==> config.mk <==
export PLATFORM = sky130hd
export DESIGN_NAME = mux_arbiter
export DESIGN_NICKNAME = d
export VERILOG_FILES = /design/src/rtl/mux_arbiter.sv
export SDC_FILE = /design/constraint.sdc
export NUM_CORES = 1
export LEC_CHECK = 0
export ABC_AREA = 1
export CAP_MARGIN = 0
export CORE_MARGIN = 4
export CORE_UTILIZATION = 40
export CTS_CLUSTER_SIZE = 16
export DETAILED_ROUTE_END_ITERATION = 16
export GPL_ROUTABILITY_DRIVEN = 0
export GPL_TIMING_DRIVEN = 0
export PLACE_DENSITY = 0.77
export SETUP_SLACK_MARGIN = 0.5
export SLEW_MARGIN = 25
export SYNTH_ARGS = -nofsm -noshare
export SYNTH_HDL_FRONTEND = slang
export SYNTH_SLANG_ARGS = --single-unit
==> constraint.sdc <==
create_clock -name clk_2f -period 1.65 [get_ports clk_2f]
set_input_delay 0.495 -clock clk_2f [delete_from_list [all_inputs] [get_ports clk_2f]]
set_output_delay 0.495 -clock clk_2f [all_outputs]
set_load 0.02 [all_outputs]
==> src/rtl/mux_arbiter.sv <==
// Two-lane FIFO-draining arbiter with bounded bursts under contention.
// Pops are combinational toward the FIFOs; the granted word is registered.
module mux_arbiter #(
    parameter int DATA_W    = 8,
    parameter int MAX_BURST = 4
) (
    input  logic              clk_2f,
    input  logic              reset_L,
    input  logic              fifo_empty_0,
    input  logic [DATA_W-1:0] fifo_data_0,
    input  logic              fifo_empty_1,
    input  logic [DATA_W-1:0] fifo_data_1,
    input  logic              out_almost_full,
    output logic              pop_0,
    output logic              pop_1,
    output logic [DATA_W-1:0] data_out,
    output logic              valid_out,
    output logic [1:0]        state
);

    typedef enum logic [1:0] {
        ST_RESET  = 2'b00,
        ST_INIT   = 2'b01,
        ST_IDLE   = 2'b10,
        ST_ACTIVE = 2'b11
    } state_t;

    localparam logic [3:0] MAX_CNT = 4'(MAX_BURST);

    state_t            state_r;
    logic [DATA_W-1:0] data_out_r;
    logic              valid_r;
    logic              last_lane_r;
    logic [3:0]        burst_cnt_r;

    logic eligible_s;
    logic grant_s;
    logic pop_0_s;
    logic pop_1_s;
    logic pop_any_s;

    // Grant decision: stay on the last lane until its burst saturates, then switch.
    always_comb begin
        pop_0_s    = 1'b0;
        pop_1_s    = 1'b0;
        grant_s    = 1'b0;
        eligible_s = reset_L && !out_almost_full
                     && ((state_r == ST_IDLE) || (state_r == ST_ACTIVE))
                     && (!fifo_empty_0 || !fifo_empty_1);
        if (eligible_s) begin
            if (!fifo_empty_0 && !fifo_empty_1) begin
                if (burst_cnt_r < MAX_CNT) begin
                    grant_s = last_lane_r;
                end else begin
                    grant_s = ~last_lane_r;
                end
            end else if (!fifo_empty_0) begin
                grant_s = 1'b0;
            end else begin
                grant_s = 1'b1;
            end
            pop_0_s = ~grant_s;
            pop_1_s = grant_s;
        end else begin
            pop_0_s = 1'b0;
            pop_1_s = 1'b0;
        end
        pop_any_s = pop_0_s | pop_1_s;
    end

    // FSM, burst bookkeeping and registered output word.
    always_ff @(posedge clk_2f) begin
        if (!reset_L) begin
            state_r     <= ST_RESET;
            data_out_r  <= '0;
            valid_r     <= 1'b0;
            last_lane_r <= 1'b1;
            burst_cnt_r <= MAX_CNT;
        end else begin
            valid_r <= pop_any_s;
            if (pop_any_s) begin
                data_out_r <= grant_s ? fifo_data_1 : fifo_data_0;
                if (grant_s == last_lane_r) begin
                    if (burst_cnt_r < MAX_CNT) begin
                        burst_cnt_r <= burst_cnt_r + 4'd1;
                    end else begin
                        burst_cnt_r <= burst_cnt_r;
                    end
                end else begin
                    last_lane_r <= grant_s;
                    burst_cnt_r <= 4'd1;
                end
            end else begin
                data_out_r <= data_out_r;
            end
            case (state_r)
                ST_RESET:  state_r <= ST_INIT;
                ST_INIT:   state_r <= ST_IDLE;
                ST_IDLE,
                ST_ACTIVE: state_r <= pop_any_s ? ST_ACTIVE : ST_IDLE;
                default:   state_r <= ST_RESET;
            endcase
        end
    end

    assign pop_0     = pop_0_s;
    assign pop_1     = pop_1_s;
    assign data_out  = data_out_r;
    assign valid_out = valid_r;
    assign state     = state_r;

endmodule

==> out/results.txt <==
outcome = finished with violations
violated checks = setup timing
WP data required = 1.15 ns
Slew headroom = 69.90%
largest net degree at the start of global routing = 11
Setup Viol. Count Final = 11
post-route setup slack = -0.1319 ns
# hold bufs at CTS = 0
Critical path buffers and inverters = 1
Final Non-Filler Cells = 200
htree depth = 1
Leak Pwr = 0.7877 nW
clk sinks = 16
critical-path cell list = nor2_4 -> nand2_2 -> nand3_2 -> nand2_2 -> nor2_4 -> buf_6
fraction of synthesized cell area in xor and xnor cells = 1.116%
YS warnings = 0
DIE AREA = 2734 µm²
WS Path Type = flop to output pin
Max Cap Violations = 0
CP max stage delay = 0.37 ns
vias in the first global route = 993
layout cells sized above 1 = 52.00%
Yosys reg bits = 16
simple-gate share of the synthesized area = 41.63%
largest family of logic cells by synthesized area = simple AND/OR/NAND/NOR gates
Final #Nets = 199
maximum vdd drop = 560.8 µV
antenna cells = 0
CTS tree = built
skew final = 0.001240 ns
Final Hold Vio Count = 0
chip width = 52.29 µm
sequential share of the synthesized area = 40.83%
crit path launch type = flop
Finished Cell Area = 1521 µm²
num ports = 34
grt total ovfl = 0
drt drc = 0
RSZ-0062 raised after global routing = yes
clock-pin slew on the worst setup and hold paths = 0.09 ns
worst hold slack = 0.4849 ns
site row count = 15
met1 usage = 23.09%
Die Y = 52.29 µm
fin. max-slew vios = 0
Synth Area in Compound Gates = 4.625%
root buffer cell = clkbuf_4
first-pass GRT wire length = 4319 µm
initial drt markers = 12
Starting Density = 44.00%
Arrival @ worst endpoint = 1.29 ns
post-synthesis net count = 141
first drt pass iteration count = 4
via count = 960
core area = 1783 µm²
met3 GRT Util = 5.413%
met2 Track Usage GR = 41.12%
CP max FO = 3
post-layout util = 85.33%
port bufs = 33
syn avg cell area = 6.592 µm²
Slew @ Worst Pin = 0.4516 ns
DP Cell Count = 177
Synth cell types = 19
Cells after Synth = 119
routed wire length = 2644 µm
maximum buffer depth of the clock tree = 2
mux contribution to synthesized area = 0%
CP delay by family, top = simple AND/OR/NAND/NOR gates
DRT antenna net count = 0
Num CTS Buffers = 3
PwrDens = 550.9 nW/µm²
Final min period = 1.782 ns
Vias/cell = 4.800
WL per Instance = 13.22 µm
fin crit share = 108.0%
critical path endpoint category = output pin
Fmax = 561.2 MHz
worst skew pair latency = 0.28 ns
most common cell after layout, fill and taps aside = nand2_1
Synth-to-Final Area Change = 93.94%
Most Crowded Layer GR = met2
Synth Area in Adders = 1.595%
most frequent cells in the layout = nand2_1 (35), buf_6 (21), clkdlybuf4s50_1 (16), inv_1 (15), nand2_2 (14)
antenna violations before repair = 0
Cell Area, Synth = 784.5 µm²
Critical-path top delay cell = dfxtp_4
DPL Wire Length = 1483 µm
HP Class = input pin to flop
total placed instance area = 1169 µm²
gr usage total = 21.86%
==> logic make-up after synthesis <==
logic type / Yosys count
AND/OR/NAND/NOR: 76
adder cells (fa/ha/maj): 1
AO/OA/AOI/OAI: 4
flip-flops: 16
XOR/XNOR: 1
buffers and inverters: 21
==> worst register-to-register path: cells and delay by family (launching register included) <==
kind	cells	cell delay, ns
AND/OR/NAND/NOR	6	0.46
AO/OA/AOI/OAI	1	0.17
flip-flops	1	0.37
buffers and inverters	6	0.61
==> path summary, 6_finish.rpt <==
path	start	endpoint	slack, ns	depth (start not counted)
max	burst_cnt_r[3]	pop_0	-0.13	6
min	reset_L	burst_cnt_r[0]	0.48	3
min reg2reg	last_lane_r	last_lane_r	0.51	2
max reg2reg	burst_cnt_r[2]	data_out[5]	-0.06	13
==> synth_stat cells <==
cell type   n  share of area, %
nand3_2     2               2.6
a21boi_0    1              0.96
a21oi_4     1               2.1
dfxtp_1    16                41
inv_1      17               8.1
ha_1        1               1.6
clkinv_1    1              0.48
nand2_2     1              0.80
clkbuf_1    1              0.48
nand2_1    49                23
nor2_1      9               4.3
nor2_4      1               1.4
xor2_1      1               1.1
a211oi_1    1              0.96
inv_2       1              0.48
o21ai_0     1              0.64
buf_2       1              0.64
nand4_1     1              0.80
nand3_1    13               8.3
==> power breakdown <==
group	total [mW]	switching (mW)	internal, mW
Clock	0.201	0.116	0.0847
Sequential	0.416	0.0140	0.402
Combinational	0.222	0.101	0.120
==> area by class of cell <==
| cell class | instances | area, µm² |
|---|---|---|
| multi-input cells | 82 | 505.5 |
| repair buffers | 53 | 519.2 |
| fillers | 92 | 261.5 |
| plain buffers | 2 | 8.758 |
| well taps | 25 | 31.28 |
| clock buffers | 3 | 22.52 |
| inverters | 19 | 88.84 |
| flip-flops and latches | 16 | 345.3 |
==> stage by stage <==
step	setup TNS, ns	total power [mW]	setup slack, ns
global placement	-8.074	0.5849	-1.222
finish	-0.5617	0.8381	-0.1319
detailed placement	-8.402	0.5885	-1.231
CTS	-0.1944	0.8346	-0.1186
global route	-1.541	0.8804	-0.1916
floorplan	0	0.4950	0.09483
==> registers in the layout, indices dropped and copies added (netlist names) <==
signal and flops:
burst_cnt_r 4, data_out 8, last_lane_r 1, state 2, valid_out 1
==> per-layer routing <==
| metal | routed length (µm) | vias to the layer above |
|---|---|---|
| li1 | - | 476 |
| met1 | 1039 | 449 |
| met2 | 1382 | 31 |
| met3 | 180 | 4 |
| met4 | 41 | 0 |
| met5 | 0 | - |
==> what timing repair did <==
item	4_1_cts	5_1_grt
pin swaps	19	4
gates resized for setup	149	6
buffers inserted	16	4
setup endpoints to repair	28	26
Note: power is estimated with default switching activity, not from simulation.
